--- src/rtl/pll_seq_pkg.sv ---
// Shared types and default constants for the PLL reset sequencer.
package pll_seq_pkg;

   typedef enum logic [2:0] {
      ST_PLL_RST,
      ST_WAIT_LOCK,
      ST_STABLE,
      ST_RUN,
      ST_FAULT
   } state_e;

   localparam int unsigned RST_CYCLES_DEF    = 16;
   localparam int unsigned LOCK_TIMEOUT_DEF  = 65535;
   localparam int unsigned STABLE_CYCLES_DEF = 1024;
   localparam int unsigned MAX_RETRIES_DEF   = 3;

   localparam int unsigned CNT_W   = 16;
   localparam int unsigned RETRY_W = 4;
   localparam int unsigned LOSS_W  = 8;

endpackage

--- src/rtl/sync2.sv ---
// Two-flop synchroniser for a single asynchronous level, cleared by reset.
module sync2 (
   input  logic clk,
   input  logic rst,
   input  logic d,
   output logic q
);

   logic meta;

   always_ff @(posedge clk) begin
      if (rst) begin
         meta <= 1'b0;
         q    <= 1'b0;
      end else begin
         meta <= d;
         q    <= meta;
      end
   end

endmodule

--- src/rtl/pll_reset_seq.sv ---
// PLL reset/lock qualification sequencer: pulses PLL reset, waits for a
// stable lock, then releases system reset; retries and faults on timeouts.
module pll_reset_seq
   import pll_seq_pkg::*;
#(
   parameter int unsigned RST_CYCLES    = RST_CYCLES_DEF,
   parameter int unsigned LOCK_TIMEOUT  = LOCK_TIMEOUT_DEF,
   parameter int unsigned STABLE_CYCLES = STABLE_CYCLES_DEF,
   parameter int unsigned MAX_RETRIES   = MAX_RETRIES_DEF
) (
   input  logic               in_clk25,
   input  logic               in_reset,
   input  logic               pll_locked,
   input  logic               relock_req,
   output logic               pll_rst,
   output logic               sys_rst,
   output logic               ready,
   output logic               fault,
   output logic [RETRY_W-1:0] retry_cnt,
   output logic [LOSS_W-1:0]  lock_loss_cnt
);

   localparam logic [CNT_W-1:0]   RST_LAST     = CNT_W'(RST_CYCLES - 1);
   localparam logic [CNT_W-1:0]   TIMEOUT_LAST = CNT_W'(LOCK_TIMEOUT - 1);
   localparam logic [CNT_W-1:0]   STABLE_LAST  = CNT_W'(STABLE_CYCLES - 1);
   localparam logic [RETRY_W-1:0] RETRY_MAX    = RETRY_W'(MAX_RETRIES);

   state_e               state, state_nxt;
   logic [CNT_W-1:0]     cnt;
   logic [RETRY_W-1:0]   retry_nxt;
   logic [LOSS_W-1:0]    loss_nxt;
   logic                 locked_s;

   sync2 u_sync_locked (
      .clk (in_clk25),
      .rst (in_reset),
      .d   (pll_locked),
      .q   (locked_s)
   );

   // State, shared counter (cleared on every state change) and status counters.
   always_ff @(posedge in_clk25) begin
      if (in_reset) begin
         state         <= ST_PLL_RST;
         cnt           <= '0;
         retry_cnt     <= '0;
         lock_loss_cnt <= '0;
      end else begin
         state         <= state_nxt;
         cnt           <= (state_nxt != state) ? '0 : cnt + CNT_W'(1);
         retry_cnt     <= retry_nxt;
         lock_loss_cnt <= loss_nxt;
      end
   end

   // Next-state and counter updates.
   always_comb begin
      state_nxt = state;
      retry_nxt = retry_cnt;
      loss_nxt  = lock_loss_cnt;
      case (state)
         ST_PLL_RST: begin
            if (cnt == RST_LAST) state_nxt = ST_WAIT_LOCK;
         end
         ST_WAIT_LOCK: begin
            // A lock seen in the final timeout cycle wins over the retry.
            if (locked_s) begin
               state_nxt = ST_STABLE;
            end else if (cnt == TIMEOUT_LAST) begin
               retry_nxt = retry_cnt + RETRY_W'(1);
               state_nxt = (retry_nxt == RETRY_MAX) ? ST_FAULT : ST_PLL_RST;
            end
         end
         ST_STABLE: begin
            if (!locked_s) begin
               state_nxt = ST_WAIT_LOCK;
            end else if (cnt == STABLE_LAST) begin
               state_nxt = ST_RUN;
               retry_nxt = '0;
            end
         end
         ST_RUN: begin
            if (!locked_s) begin
               state_nxt = ST_PLL_RST;
               if (lock_loss_cnt != '1) loss_nxt = lock_loss_cnt + LOSS_W'(1);
            end else if (relock_req) begin
               state_nxt = ST_PLL_RST;
            end
         end
         ST_FAULT: begin
            if (relock_req) begin
               state_nxt = ST_PLL_RST;
               retry_nxt = '0;
            end
         end
         default: state_nxt = ST_PLL_RST;
      endcase
   end

   // Glitch-free status outputs decoded from the registered state.
   always_ff @(posedge in_clk25) begin
      if (in_reset) begin
         pll_rst <= 1'b1;
         sys_rst <= 1'b1;
         ready   <= 1'b0;
         fault   <= 1'b0;
      end else begin
         pll_rst <= (state == ST_PLL_RST) || (state == ST_FAULT);
         sys_rst <= (state != ST_RUN);
         ready   <= (state == ST_RUN);
         fault   <= (state == ST_FAULT);
      end
   end

endmodule

--- config.mk ---
export PLATFORM = sky130hd
export DESIGN_NAME = pll_reset_seq
export DESIGN_NICKNAME = d
export VERILOG_FILES = /design/src/rtl/pll_seq_pkg.sv /design/src/rtl/sync2.sv /design/src/rtl/pll_reset_seq.sv
export SDC_FILE = /design/constraint.sdc
export NUM_CORES = 1
export LEC_CHECK = 0
export CAP_MARGIN = 20
export CORE_MARGIN = 2
export CORE_UTILIZATION = 46
export CTS_CLUSTER_DIAMETER = 100
export CTS_CLUSTER_SIZE = 30
export DETAILED_ROUTE_END_ITERATION = 10
export GPL_TIMING_DRIVEN = 0
export PLACE_DENSITY = 0.67
export SYNTH_ARGS = -nofsm -noshare
export SYNTH_HDL_FRONTEND = slang
export SYNTH_SLANG_ARGS = --single-unit
--- constraint.sdc ---
create_clock -name in_clk25 -period 2.3 [get_ports in_clk25]
set_input_delay 0.575 -clock in_clk25 [delete_from_list [all_inputs] [get_ports in_clk25]]
set_output_delay 0.575 -clock in_clk25 [all_outputs]
set_load 0.05 [all_outputs]
==> Word level (Yosys, flattened, before mapping) <==
Index checks and enable logic that the tools add are counted.
{ "op_classes": {"n_reduce_logical": 6, "mux": 15, "add_sub_neg": 3, "n_bitwise": 1, "eq_ne": 16} }
{ "op_table": {"columns": ["operator", "count"], "rows": [
  ["2-to-1 mux 3 bit", 8],
  ["2-to-1 mux 4 bit", 5],
  ["adder 16 x 1 -> 16 bit, second input constant", 1],
  ["== test 16 x 10 -> 1 bit, second input constant", 1],
  ["== test 16 bit, second input constant", 1],
  ["== test 16 x 4 -> 1 bit, second input constant", 1],
  ["one-hot mux 3 bit (5 select lines)", 1],
  ["one-hot mux 4 bit (3 select lines)", 1],
  ["adder 8 x 1 -> 8 bit, second input constant", 1],
  ["inequality test 2 bit, second input constant", 4],
  ["inequality test 8 bit, second input constant", 1],
  ["== test 3 x 2 -> 1 bit, second input constant", 2],
  ["AND reduction 6 bit", 1],
  ["adder 4 x 1 -> 4 bit, second input constant", 1],
  ["== test 4 x 2 -> 1 bit, second input constant", 1],
  ["== test 3 x 1 -> 1 bit, second input constant", 1],
  ["== test 3 bit, second input constant", 1],
  ["logical NOT 3 bit", 1],
  ["inequality test 3 x 2 -> 1 bit, second input constant", 1],
  ["inequality test 3 bit", 1],
  ["AND reduction 3 bit", 1],
  ["nonzero test 3 bit", 1],
  ["inequality test 2 x 1 -> 1 bit, second input constant", 1],
  ["OR reduction 2 bit", 1],
  ["other kinds (2)", 2]
]} }
{ "totals": {"output_inout_bits": 16, "in_bits": 4, "ff_bits": 37, "wordCells": 51} }

==> Logic depth before layout (Yosys ltp) <==
Gate-level depths: netlist of the first run.
{ "depth": {"depth_word": 8, "ltp_mapped": 8, "ltp_nobuf": 7} }

==> By module <==
From an unflattened synthesis of the first run, not the netlist that was laid out.
{ "hier_totals": {"hier_cells": 200, "area_unflattened_um2": 1825.5} }
{ "modules_own_cells": {"columns": ["mod", "cells_per_inst", "area_per_inst_um2", "instances", "seq_area_each_um2"], "rows": [
  ["pll_reset_seq", 196, 1773.0, 1, 700.7],
  ["sync2", 4, 52.6, 1, 40.0]
]} }

==> Worst setup path after synthesis of the first run <==
OpenSTA, ideal clock, no wires.
{ "synth_path": {"kind": "register to register", "startpoint": "register lock_loss_cnt[0]", "endpoint": "register lock_loss_cnt[4]", "required_ps": 2172, "setup_time_ps": 128, "stages_incl_launch_ff": 7, "arrival_time_ps": 1891, "period_less_slack_ps": 2019, "path_buffers": 0, "path_slack_ps": 281, "path_cell_list": "dfxtp_1 -> ha_1 -> nand3_1 -> o2111ai_1 -> or3_1 -> xor2_1 -> nor2_1"} }
{ "synth_via": {"elab_chain_cells": 2, "word_cells_on_any_way": 3, "classes_between": "add/sub (1); eq/ne (1); reduce/logical (1)"} }
{ "synth_lines": {"columns": ["item", "line_no", "rtl"], "rows": [
  ["start, declared", "pll_reset_seq.sv:20", "output logic [LOSS_W-1:0] lock_loss_cnt"],
  ["start signal, assigned", "pll_reset_seq.sv:52", "lock_loss_cnt <= loss_nxt;"],
  ["parallel branches: the longest is 2 deep, another holds adder 8 x 1 -> 8 bit", null, null]
]} }
Parallel ways; which one is timed is not known.
A chain may end at the register's enable or synchronous reset.

==> Final worst setup path of the first run <==
{ "layout_path": {"startpoint": "register lock_loss_cnt[3]", "endpoint": "output lock_loss_cnt[3]"} }
No word-level cell between the ends.

==> results of run 1 <==
[logic make-up after synthesis]
logic type	after synthesis	share of synthesized area [%]
compound gates	24	9.83
buf+inv	17	4.18
mux	1	0.558
xor+xnor	23	11.2
fa+ha+maj	5	3.48
simple gates	94	29.5
flops	37	41.3
[metal layers]
layer,share of wire (%),up-vias,wire (um)
met1,46,685,1500
li1,-,759,-
met3,4.0,2,132
met5,0,-,0
met2,50,26,1640
met4,0.40,0,13
[flip-flops by register name, summed over array words and instances, names as in the netlist]
| signal | flops |
|---|---|
| state | 3 |
| sys_rst | 1 |
| pll_rst | 1 |
| ready | 1 |
| cnt | 16 |
| lock_loss_cnt | 8 |
| u_sync_locked.q | 1 |
| u_sync_locked.meta | 1 |
| fault | 1 |
| retry_cnt | 4 |
[through the flow]
stage                     total power, uW  area, sq um
after floorplan                       696         1800
after global routing                 1190         2130
after global placement                710         2050
after detailed placement              711         2050
final                                1140         2130
after CTS                            1160         2130
[worst max path at each step]
stage	depth (start not counted)	slack, ps	startpoint	end
finish	1	180	lock_loss_cnt[3]$_SDFFE_PP0P_	lock_loss_cnt[3]
detailed placement	7	-50	relock_req	cnt[8]$_SDFF_PP0_
global route	6	10	cnt[0]$_SDFF_PP0_	retry_cnt[1]$_SDFFE_PP0P_
CTS	1	150	lock_loss_cnt[3]$_SDFFE_PP0P_	lock_loss_cnt[3]
floorplan	6	280	lock_loss_cnt[0]$_SDFFE_PP0P_	lock_loss_cnt[4]$_SDFFE_PP0P_
global placement	7	-30	relock_req	cnt[8]$_SDFF_PP0_
[power by group through the flow]
stage,registers (uW),logic [uW],clock network [uW]
after global placement,669,40.9,0
after detailed placement,669,42.1,0
after CTS,655,42.4,461
after global routing,655,47.9,489
final,655,41.7,441
after floorplan,668,28.7,0
[area by class of cell]
class                   count  area share [%]
clock buffers               7            4.05
plain buffers               7            1.76
well taps                  48            2.82
flip-flops and latches     37            34.7
multi-input cells         147            46.0
repair buffers             19            8.92
inverters                  10            1.76
[cell usage in the layout (no fill, tap or decap), types with 2 or more instances in the layout]
cell	n
dfxtp_1	37
nor2_1	24
clkdlybuf4s50_1	19
xnor2_1	12
xor2_1	11
inv_1	10
nand3_1	10
nand2_1	10
nor2_2	10
o21ai_0	9
nand4_1	6
nor3_1	6
clkbuf_8	6
nor2b_1	5
ha_1	5
clkbuf_1	4
or4_1	4
buf_2	3
and3_1	3
nor4_1	3
nand3b_1	3
or3_1	3
a31oi_1	2
a32oi_1	2
o211ai_1	2
==> results.cfg, run 1 <==
[clocking]
cts_resized = 0
clock_path_buffers = 2
h-tree-depth = 2
cts_buffers = 5
cts.sinks = 37
clk_pin_slew_ps = 70
ctsHoldBuffers = 0
root_buffer = clkbuf_8
cts_tree = yes
clk_latency_ps = 280
cts_setup_buffers = 0

[sta]
final_max_slew_viol_count = 0
maxSlewHeadroom_pct = 54.2
worstMarginPinSlew_ps = 687
skew_ps = 5.41
fin_crit_sh_pct = 92.4
fin_setup_tns_ps = 0
setup_violations = 0
period_minus_slack_ps = 2120
rsz0062_at_grt = no
finalWorstSetupSlack_ps = 176
hold_ws_ps = 442
hold_viol_final = 0
fmax_mhz = 471

[global_routing]
use_met2_pct = 31.9
use_met3_pct = 4.05
grt_usage_pct = 17.3
antenna_found_initial = 0
grt_pass1_vias = 1427
grt_first_pass_wirelength_mm = 5.98
grt_use_met1_pct = 19.6
grt_max_degree = 11
gr-total-overflow = 0
top_usage_layer = met2

[logic_synthesis]
avgSynthCellArea_sq_um = 8.93
synthFlopType = dfxtp_1
synth_edf_count = 0
synth.top_cell.area_share_pct = 41.3
synth_cells = 201
syn_nets = 210
synth_largest_area_cell = dfxtp_1
ys_warn_count = 0
synth_most_common_cell = dfxtp_1
ys_types = 41
syn-cell-area_sq_mm = 0.00180
synth.area.top_cells = dfxtp_1 41%, xnor2_1 5.9%, xor2_1 5.4%
netlist_top_cells_count = 37 x dfxtp_1, 24 x nor2_1, 12 x xnor2_1
async_flop_share_pct = 0
ys_ff_latch = 37
seq_area_frac_synth_pct = 41.3

[routing]
wl_per_cell_um = 12.0
ant_nets = 0
drc = 0
drt-initial-drc-count = 57
first_pass_iters = 4
drt-vias-per-instance = 5.35
routed_wl_mm = 3.29
num_vias = 1472

[place]
place_congestion = 0.853
dp.cells = 268
dp_slack_ps = -47.7
portBuffers = 19
dp_hpwl_mm = 2.54

[worst_setup_path]
path_cells = clkdlybuf4s50_1
critPathArrivalTime_ps = 1550
path_delay_family = buffers and inverters
slowest_delay_ps = 840
reg2reg_slack_ps = 220
critPathSlowestCell = clkdlybuf4s50_1
r2r-end = cnt[15]$_SDFF_PP0_
worstReg2RegStart = cnt[10]$_SDFF_PP0_
endpoint_kind = output pin
crit_path_start_kind = flop
critPathMaxFanout = 7
critPathKind = flop to output pin
r2r_cells = 6
crit_buf_inv = 1
required_ps = 1730

[power]
p_per_area_mw_per_mm2 = 534
p_int_uw = 903
ir_drop_mv = 0.327
pwr-share-clk_pct = 38.8
p_leak_uw = 0.000753
p_comb_share_pct = 3.7
power_frac_seq_pct = 57.5
p_switching_uw = 235
swShare_pct = 20.7

[layout]
fin_cells = 275
multi_input_area_sq_um = 980
syn_to_final_growth_pct = 18.7
fin_util_pct = 57.4
regArea_sq_um = 741
diodes = 0
nets = 236
fillers = 338
drive_above_1_share_pct = 11.0

[worst_hold_path]
min_from = u_sync_locked.meta$_SDFF_PP0_
hold_class = flop to flop
hold_depth = 1
whs_endpoint = u_sync_locked.q$_SDFF_PP0_

[die]
start_util_pct = 48.3
die_w_um = 66.5
fp.dieH_um = 66.5
pin_count = 20
dieArea_sq_mm = 0.00442
placementRows = 22
core_area_sq_mm = 0.00372

[status]
status = finished clean

[job]
drv_cap = 0
No activity file was read; power rests on OpenSTA's default activity.
==> run 2, diff against run 1 <==
- CAP_MARGIN: 20 -> 30
- GPL_TIMING_DRIVEN: 0 -> unset
- SETUP_SLACK_MARGIN: unset -> 0.3
==> run 2 against run 1 <==
  * Non-clock buffer count rose by 1
  * First-iteration DRC count grew 11%
  * Critical path depth rose by 4
  * Clock skew is 1.4 ps higher
  * Total power increased by 20%
  * Global-route usage is 1.8 points higher
  * Sequential share of layout area decreased by 1.6 points
  * Final cell count up 0.73%
  * Core utilization grew 3.2 points
  * Hold slack improved by 5.2 ps
  * Register-to-register slack improved by 120 ps
  * Via count up 3.7%
  * Highest routed layer unchanged
==> results.cfg, run 2 (synthesis gave the netlist of run 1 again) <==
[sta]
fmax_mhz = 511
final_max_slew_viol_count = 0
period_minus_slack_ps = 1960
maxSlewHeadroom_pct = 61.8
fin_setup_tns_ps = 0
setup_violations = 0
hold_viol_final = 0
hold_ws_ps = 448
skew_ps = 6.79
rsz0062_at_grt = yes
worstMarginPinSlew_ps = 573
fin_crit_sh_pct = 85.0

[layout]
syn_to_final_growth_pct = 25.4
nets = 237
final_cell_mix = 34 x dfxtp_1, 24 x nor2_1, 12 x xnor2_1, 12 x dlygate4sd2_1, 11 x xor2_1
diodes = 0
largest_register = cnt
fin_util_pct = 60.6
layout_commonest_cell = dfxtp_1
reg.largest.list = cnt: 16 flops, lock_loss_cnt: 8 flops, retry_cnt: 4 flops
largest_reg_flops = 16
drive_above_1_share_pct = 17.9

[worst_setup_path]
critPathMaxFanout = 5
endpoint_kind = flop
critPathSlowestCell = or4_4
slowest_delay_ps = 560
required_ps = 2540
critPathKind = flop to flop
reg2reg_slack_ps = 340
crit_path_start_kind = flop
path_cells = or4_4, nor4_2, a32oi_2, or4_1, nand2_1
path_delay_family = simple AND/OR/NAND/NOR gates
crit_buf_inv = 0
critPathArrivalTime_ps = 2190

[routing]
first_pass_iters = 4
drc = 0
drt-initial-drc-count = 63
ant_nets = 0
wl_per_cell_um = 13.3
num_vias = 1527
routed_wl_mm = 3.67
drt-vias-per-instance = 5.51

[clocking]
clk_pin_slew_ps = 80
ctsHoldBuffers = 0
clock_path_buffers = 2
cts_buffers = 5
cts_tree = yes
clk_latency_ps = 290
h-tree-depth = 2
root_buffer = clkbuf_8
cts.sinks = 37

[place]
portBuffers = 19
dp_hpwl_mm = 2.65
place_congestion = 0.792

[global_routing]
antenna_found_initial = 0
grt_use_met1_pct = 22.0
grt_pass1_vias = 1446
use_met3_pct = 5.74
use_met2_pct = 32.9
grt_max_degree = 17
top_usage_layer = met2
gr-total-overflow = 0
grt_first_pass_wirelength_mm = 6.40
grt_usage_pct = 19.2

[die]
pin_count = 20
fp.dieH_um = 66.5
die_w_um = 66.5
dieArea_sq_mm = 0.00442
start_util_pct = 48.3
placementRows = 22
core_area_sq_mm = 0.00372

[power]
p_leak_uw = 0.000894
p_int_uw = 1100
pwr-share-clk_pct = 48.4
p_comb_share_pct = 3.5
p_switching_uw = 264
swShare_pct = 19.3
p_per_area_mw_per_mm2 = 606
power_frac_seq_pct = 48.1
ir_drop_mv = 0.399

[job]
drv_cap = 0

[status]
status = finished clean

[worst_hold_path]
hold_class = flop to flop
run 2: cell count changes in the layout (fill, tap and decap cells not counted), sizes merged:
cell | previous run | this run
buf | 4 | 8
bufinv | 0 | 2
clkbuf | 10 | 5
clkdlybuf4s50 | 19 | 3
clkinv | 0 | 1
dlygate4sd2 | 0 | 12
dlymetal6s2s | 0 | 4
run 2: timing repair:
action,4_1_cts,5_1_grt
resized for setup,12,15
setup endpoints to repair,12,13
gates cloned,0,0
pin swaps,0,3
setup buffers,0,3
run 2: power by group through the flow:
stage	registers, uW	clock network [uW]	logic (uW)
after floorplan	668	0	28.8
after global placement	669	0	46.0
after detailed placement	670	0	46.9
after CTS	655	679	47.2
after global routing	657	714	54.1
final	656	660	47.9
run 2: routing by layer:
| metal | part of all wire, % | vias to the layer above |
|---|---|---|
| li1 | - | 756 |
| met1 | 45 | 746 |
| met2 | 50 | 18 |
| met3 | 3.5 | 7 |
| met4 | 1.6 | 0 |
| met5 | 0 | - |
run 2: area by class of cell:
| class | count | area, sq um |
|---|---|---|
| multi-input cells | 147 | 1010 |
| repair buffers | 27 | 258 |
| inverters | 10 | 37.5 |
| clock buffers | 5 | 68.8 |
| well taps | 48 | 60.1 |
| clock inverters | 3 | 65.1 |
| flip-flops and latches | 37 | 747 |
| fillers | 340 | 1470 |
run 2: metrics by stage:
stage | std cells | cell area (sq um) | power (uW) | setup WS (ps)
after floorplan | 201 | 1800 | 697 | 442
after global placement | 266 | 2060 | 715 | 215
after detailed placement | 266 | 2060 | 717 | 127
after CTS | 274 | 2180 | 1380 | 314
after global routing | 277 | 2250 | 1430 | 208
final | 277 | 2250 | 1360 | 345
run 2: worst paths after layout:
| check | endpoint | cells after the start | from |
|---|---|---|---|
| max reg2reg | retry_cnt[1]$_SDFFE_PP0P_ | 5 | cnt[10]$_SDFF_PP0_ |
| min | u_sync_locked.q$_SDFF_PP0_ | 1 | u_sync_locked.meta$_SDFF_PP0_ |
| max | retry_cnt[1]$_SDFFE_PP0P_ | 5 | cnt[10]$_SDFF_PP0_ |
| min reg2reg | u_sync_locked.q$_SDFF_PP0_ | 1 | u_sync_locked.meta$_SDFF_PP0_ |
